### config.mk
export PLATFORM = sky130hd
export DESIGN_NAME = serial_frame_deserializer
export DESIGN_NICKNAME = d
export VERILOG_FILES = /design/src/rtl/serial_frame_deserializer.sv
export SDC_FILE = /design/constraint.sdc
export NUM_CORES = 1
export LEC_CHECK = 0
export ABC_AREA = 1
export CAP_MARGIN = 40
export CORE_MARGIN = 2
export CORE_UTILIZATION = 45
export DETAILED_ROUTE_END_ITERATION = 8
export PLACE_DENSITY = 0.81
export SKIP_LAST_GASP = 1
export SLEW_MARGIN = 20
export SYNTH_ARGS = -nofsm -noshare
export SYNTH_HDL_FRONTEND = slang
export SYNTH_SLANG_ARGS = --single-unit
### constraint.sdc
create_clock -name clk -period 1.2 [get_ports clk]
set_input_delay 0.24 -clock clk [delete_from_list [all_inputs] [get_ports clk]]
set_output_delay 0.24 -clock clk [all_outputs]
set_load 0.05 [all_outputs]
### src/rtl/serial_frame_deserializer.sv
// Serial frame receiver: start bit, DATA_W data bits LSB first, optional even parity, stop bit.
// Define DESER_PARITY_EN to add the parity bit and the parity_err output.
module serial_frame_deserializer #(
  parameter int unsigned DATA_W = 4
) (
  input  logic              clk,
  input  logic              rst,
  input  logic              serial_in,
  output logic [DATA_W-1:0] data_out,
  output logic              data_valid,
  input  logic              data_ready,
  output logic              busy,
  output logic              frame_err,
  output logic              overrun,
`ifdef DESER_PARITY_EN
  output logic              parity_err,
`endif
  input  logic              ovr_clr
);

  localparam int unsigned CW = (DATA_W > 1) ? $clog2(DATA_W) : 1;

  typedef enum logic [1:0] {
    S_IDLE   = 2'd0,
    S_DATA   = 2'd1,
    S_PARITY = 2'd2,
    S_STOP   = 2'd3
  } state_e;

  state_e            state_q;
  logic [CW-1:0]     cnt_q;
  logic [DATA_W-1:0] shift_q;
  logic [DATA_W-1:0] data_q;
  logic              valid_q;
  logic              busy_q;
  logic              ferr_q;
  logic              ovr_q;
  logic              commit_d;
  logic              accept_d;
`ifdef DESER_PARITY_EN
  logic              par_q;
  logic              perr_q;
  logic              par_ok_d;
`endif

  // A frame is committable only on a 0 stop bit (and matching parity when enabled).
  always_comb begin
    commit_d = 1'b0;
`ifdef DESER_PARITY_EN
    par_ok_d = ~(^{shift_q, par_q});
    commit_d = (state_q == S_STOP) && !serial_in && par_ok_d;
`else
    commit_d = (state_q == S_STOP) && !serial_in;
`endif
    accept_d = valid_q && data_ready;
  end

  always_ff @(posedge clk or negedge rst) begin
    if (!rst) begin
      state_q <= S_IDLE;
      cnt_q   <= '0;
      shift_q <= '0;
      data_q  <= '0;
      valid_q <= 1'b0;
      busy_q  <= 1'b0;
      ferr_q  <= 1'b0;
      ovr_q   <= 1'b0;
`ifdef DESER_PARITY_EN
      par_q   <= 1'b0;
      perr_q  <= 1'b0;
`endif
    end else begin
      ferr_q <= 1'b0;
`ifdef DESER_PARITY_EN
      perr_q <= 1'b0;
`endif
      case (state_q)
        S_IDLE: begin
          if (serial_in) begin
            state_q <= S_DATA;
            cnt_q   <= '0;
            busy_q  <= 1'b1;
          end
        end
        S_DATA: begin
          // Right shift: after DATA_W bits the first received bit sits at bit 0.
          shift_q <= {serial_in, shift_q[DATA_W-1:1]};
          cnt_q   <= cnt_q + CW'(1);
          if (cnt_q == CW'(DATA_W - 1)) begin
`ifdef DESER_PARITY_EN
            state_q <= S_PARITY;
`else
            state_q <= S_STOP;
`endif
          end
        end
`ifdef DESER_PARITY_EN
        S_PARITY: begin
          par_q   <= serial_in;
          state_q <= S_STOP;
        end
`endif
        S_STOP: begin
          state_q <= S_IDLE;
          busy_q  <= 1'b0;
          ferr_q  <= serial_in;
`ifdef DESER_PARITY_EN
          perr_q  <= !serial_in && !par_ok_d;
`endif
        end
        default: begin
          state_q <= S_IDLE;
          busy_q  <= 1'b0;
        end
      endcase

      // Same-edge accept and commit keeps data_valid high with no bubble.
      if (commit_d && (!valid_q || data_ready)) begin
        data_q  <= shift_q;
        valid_q <= 1'b1;
      end else if (accept_d) begin
        valid_q <= 1'b0;
      end

      if (commit_d && valid_q && !data_ready) begin
        ovr_q <= 1'b1;
      end else if (ovr_clr) begin
        ovr_q <= 1'b0;
      end
    end
  end

  assign data_out   = data_q;
  assign data_valid = valid_q;
  assign busy       = busy_q;
  assign frame_err  = ferr_q;
  assign overrun    = ovr_q;
`ifdef DESER_PARITY_EN
  assign parity_err = perr_q;
`endif

endmodule

==> out/qor.log <==
INFO  run_status     status=finished, final reports clean
INFO  clock_network  cts.clk_slew.worst_paths=0.09ns
INFO  clock_network  cts_root_buf=sky130_fd_sc_hd__clkbuf_4
INFO  timing         timing.final.ws_setup=0.0899ns
INFO  placed_design  io_buffers=12
INFO  clock_network  tritoncts=yes
INFO  finish         finish.utilization=68.0%
INFO  worst_setup_path crit_path_max_cell_delay=0.42ns
INFO  worst_setup_path cp_cell_sequence=buf_12
INFO  logic_synthesis yosysSeqAreaShare=64.4%
INFO  clock_network  worst_skew_pair.late_latency=0.29ns
INFO  drt            remaining_drc_errors=0
INFO  drt            drt_pre_antenna_iters=4
INFO  drt            drt-vias-per-instance=4.99
INFO  clock_network  cts.repair_timing.setup_buffer_count=0
INFO  floorplan      dieHeight=41.2um
INFO  finish         antennaDiodeCount=0
INFO  flow_run       number_of_maximum_capacitance_constraint_violations=0
INFO  clock_network  cts-resized-gates=0
INFO  power          internal_power=1.47mW
INFO  logic_synthesis library_cells_used_by_synthesis=12
INFO  logic_synthesis syn-num-nets=70
INFO  worst_setup_path cp.buffers_inverters=1
INFO  timing         maxClockFrequency=0.901GHz
INFO  timing         grt_setup_unrepaired=false
INFO  placed_design  final_gp_congestion=0.767
INFO  power          switching_power=1.03mW
INFO  worst_setup_path cpLargestDelayFamily=flip-flops
INFO  global_routing global_route_wire_length_before_repair=1660um
INFO  worst_setup_path crit_type=reg2out
INFO  clock_network  cts_hold_repair.buffers=0
INFO  placed_design  dpl.hpwl=844um
INFO  logic_synthesis ys_seq_elements=16
INFO  logic_synthesis synth.avg_cell_area=9.72um^2
INFO  finish         commonest_non_fill_non_tap_cell_in_the_layout=sky130_fd_sc_hd__nand2_1
INFO  drt            detail_route.iter0.violations=4
INFO  global_routing antenna_violations_before_repair=0
INFO  global_routing globalRouteTotalUtil=16.1%
INFO  worst_setup_path library_cell_contributing_the_largest_single_delay_on_the_critical_path=sky130_fd_sc_hd__dfrtp_1
INFO  timing         clock_skew=0.00169ns
INFO  drt            wl_per_cell=11.3um
INFO  floorplan      coreArea=1300um^2
INFO  floorplan      num_rows=13
INFO  worst_setup_path critical_path_arrival=0.87ns
INFO  clock_network  clock-sinks=16
INFO  worst_setup_path cp_max_fo=2
INFO  power          power_density=2830nW/um^2
INFO  placed_design  post-place-cells=92
INFO  worst_setup_path critical_register_to_register_path_startpoint=state_q[0]$_DFFE_PN0P_
INFO  power          sw_frac_of_total=41.1%
INFO  clock_network  cts_max_path_buffers=2
INFO  global_routing overflow=0
INFO  finish         finish.cell_count_without_fillers=96
INFO  floorplan      initial_utilization=47.8%
INFO  min_path       hold_class=in2async
INFO  logic_synthesis synthesis.yosys.warnings=0
INFO  power          vdd_drop_max=1.34mV
INFO  timing         worstMarginPinSlew=0.276ns
INFO  finish         post_route_cells_drive_above_1_share=21.0%
INFO  finish         area_growth=42.3%
INFO  worst_setup_path crit_start=data_out[1]$_DFFE_PN0P_
INFO  logic_synthesis postSynthCellCount=64
INFO  floorplan      design.portCount=13
INFO  worst_setup_path critPathCaptureType=output pin
INFO  finish         num-nets-final=88
INFO  clock_network  cts-htree-levels=1
INFO  global_routing first_global_vias=425
INFO  timing         report.final.slew_viol_count=0
INFO  timing         timing.slew.headroom=81.4%
INFO  global_routing pin_count_of_the_biggest_net_entering_global_routing=17
INFO  power          share_comb_of_total_power=47.1%
INFO  drt            route.vias.total=479
INFO  placed_design  detailedPlace.worstSlack=-0.0848ns
INFO  timing         timing.final.setup_violations=0
INFO  drt            antenna_left=0
INFO  timing         min_period_over_period=92.5%
INFO  clock_network  cts-buffers-inserted=3
INFO  worst_setup_path worst-endpoint-required=0.96ns
INFO  power          power.total=2.50mW
INFO  worst_setup_path crit_path_start_kind=flip-flop
INFO  drt            drt-total-wl=1090um
INFO  power          clockPowerShare=14.1%
INFO  timing         finalHoldViolations=0
INFO  logic_synthesis post_synthesis_instance_area=622um^2
INFO  floorplan      die-area=1700um^2
INFO  worst_setup_path regToRegSetupSlack=0.12ns
INFO  power          leakage_power=0.433nW
INFO  timing         final_period_minus_worst_setup_slack=1.11ns
INFO  floorplan      die_w=41.2um
INFO  power          seq_power_share=38.9%
INFO  finish         layout.cells.most_common_list=sky130_fd_sc_hd__nand2_1 (17), sky130_fd_sc_hd__dfrtp_1 (16), sky130_fd_sc_hd__buf_12 (8)
==> cells by family (layout without fill, tap and decap cells) <==
family | count (synthesis) | after routing | synth area share (%)
fa+ha+maj | 1 | 1 | 2.01
flops | 16 | 16 | 64.4
simple gates | 34 | 34 | 24.3
compound gates | 6 | 6 | 5.03
buf+inv | 7 | 24 | 4.23
==> flip-flops by register name (all words and copies together) (netlist names) <==
name        count
frame_err       1
data_valid      1
shift_q         4
state_q         2
cnt_q           2
data_out        4
busy            1
overrun         1
==> final timing paths <==
kind	depth (start not counted)	end
worst min register to register	2	cnt_q[1]$_DFFE_PN0P_
worst max register to register	5	data_out[2]$_DFFE_PN0P_
worst min-delay path	2	data_out[3]$_DFFE_PN0P_
min in group clk	2	cnt_q[1]$_DFFE_PN0P_
worst max-delay path	1	data_out[1]
max in group asynchronous	2	overrun$_DFFE_PN0P_
==> cell usage after synthesis <==
| cell type | instances | area (um^2) |
|---|---|---|
| sky130_fd_sc_hd__nand3_1 | 7 | 35.0 |
| sky130_fd_sc_hd__dfrtp_1 | 16 | 400 |
| sky130_fd_sc_hd__nor2_1 | 6 | 22.5 |
| sky130_fd_sc_hd__o22ai_1 | 1 | 6.26 |
| sky130_fd_sc_hd__ha_1 | 1 | 12.5 |
| sky130_fd_sc_hd__inv_1 | 7 | 26.3 |
| sky130_fd_sc_hd__nand2_1 | 17 | 63.8 |
| sky130_fd_sc_hd__o21ai_1 | 1 | 5.00 |
| sky130_fd_sc_hd__o21ai_0 | 3 | 15.0 |
| sky130_fd_sc_hd__nor2_4 | 1 | 11.3 |
| sky130_fd_sc_hd__nand2_2 | 3 | 18.8 |
| sky130_fd_sc_hd__a21oi_1 | 1 | 5.00 |
==> per-stage QoR <==
stage	TNS, ns	instance area, um^2	hold WS, ns
final	0	885	0.270
after global routing	0	885	0.292
after CTS	0	885	0.274
after detailed placement	-0.361	848	0.476
after global placement	-0.206	848	0.468
after floorplan	0	622	-0.0556
==> worst reg2reg max path, cell delays in order (launching register included) <==
cell and delay [ns]:
sky130_fd_sc_hd__dfrtp_1 0.49, sky130_fd_sc_hd__nand2_2 0.12, sky130_fd_sc_hd__nor2_4 0.15, sky130_fd_sc_hd__nand2_2 0.09, sky130_fd_sc_hd__nand2_1 0.07, sky130_fd_sc_hd__nand2_1 0.05
==> power groups by stage <==
stage	clock network [mW]	registers [mW]	logic [mW]
2_1_floorplan	0	1.23	0.364
3_3_place_gp	0	0.973	1.15
3_5_place_dp	0	0.985	1.19
4_1_cts	0.359	0.975	1.19
5_1_grt	0.386	1.00	1.27
6_report	0.352	0.973	1.18
==> metal layers <==
| metal | GRT usage (%) | vias to the layer above | part of all wire (%) |
|---|---|---|---|
| li1 | - | 237 | - |
| met1 | 18.4 | 224 | 42 |
| met2 | 27.3 | 14 | 52 |
| met3 | 3.26 | 4 | 4.4 |
| met4 | 9.68 | 0 | 1.7 |
| met5 | 0 | - | 0 |
==> cell type report <==
| cell class | instances | area, um^2 |
|---|---|---|
| Multi-Input combinational cell | 41 | 195 |
| Clock buffer | 4 | 36.3 |
| Timing Repair Buffer | 13 | 208 |
| Fill cell | 104 | 417 |
| Tap cell | 15 | 18.8 |
| Sequential cell | 16 | 400 |
| Inverter | 7 | 26.3 |
No activity file was read; power rests on OpenSTA's default activity.
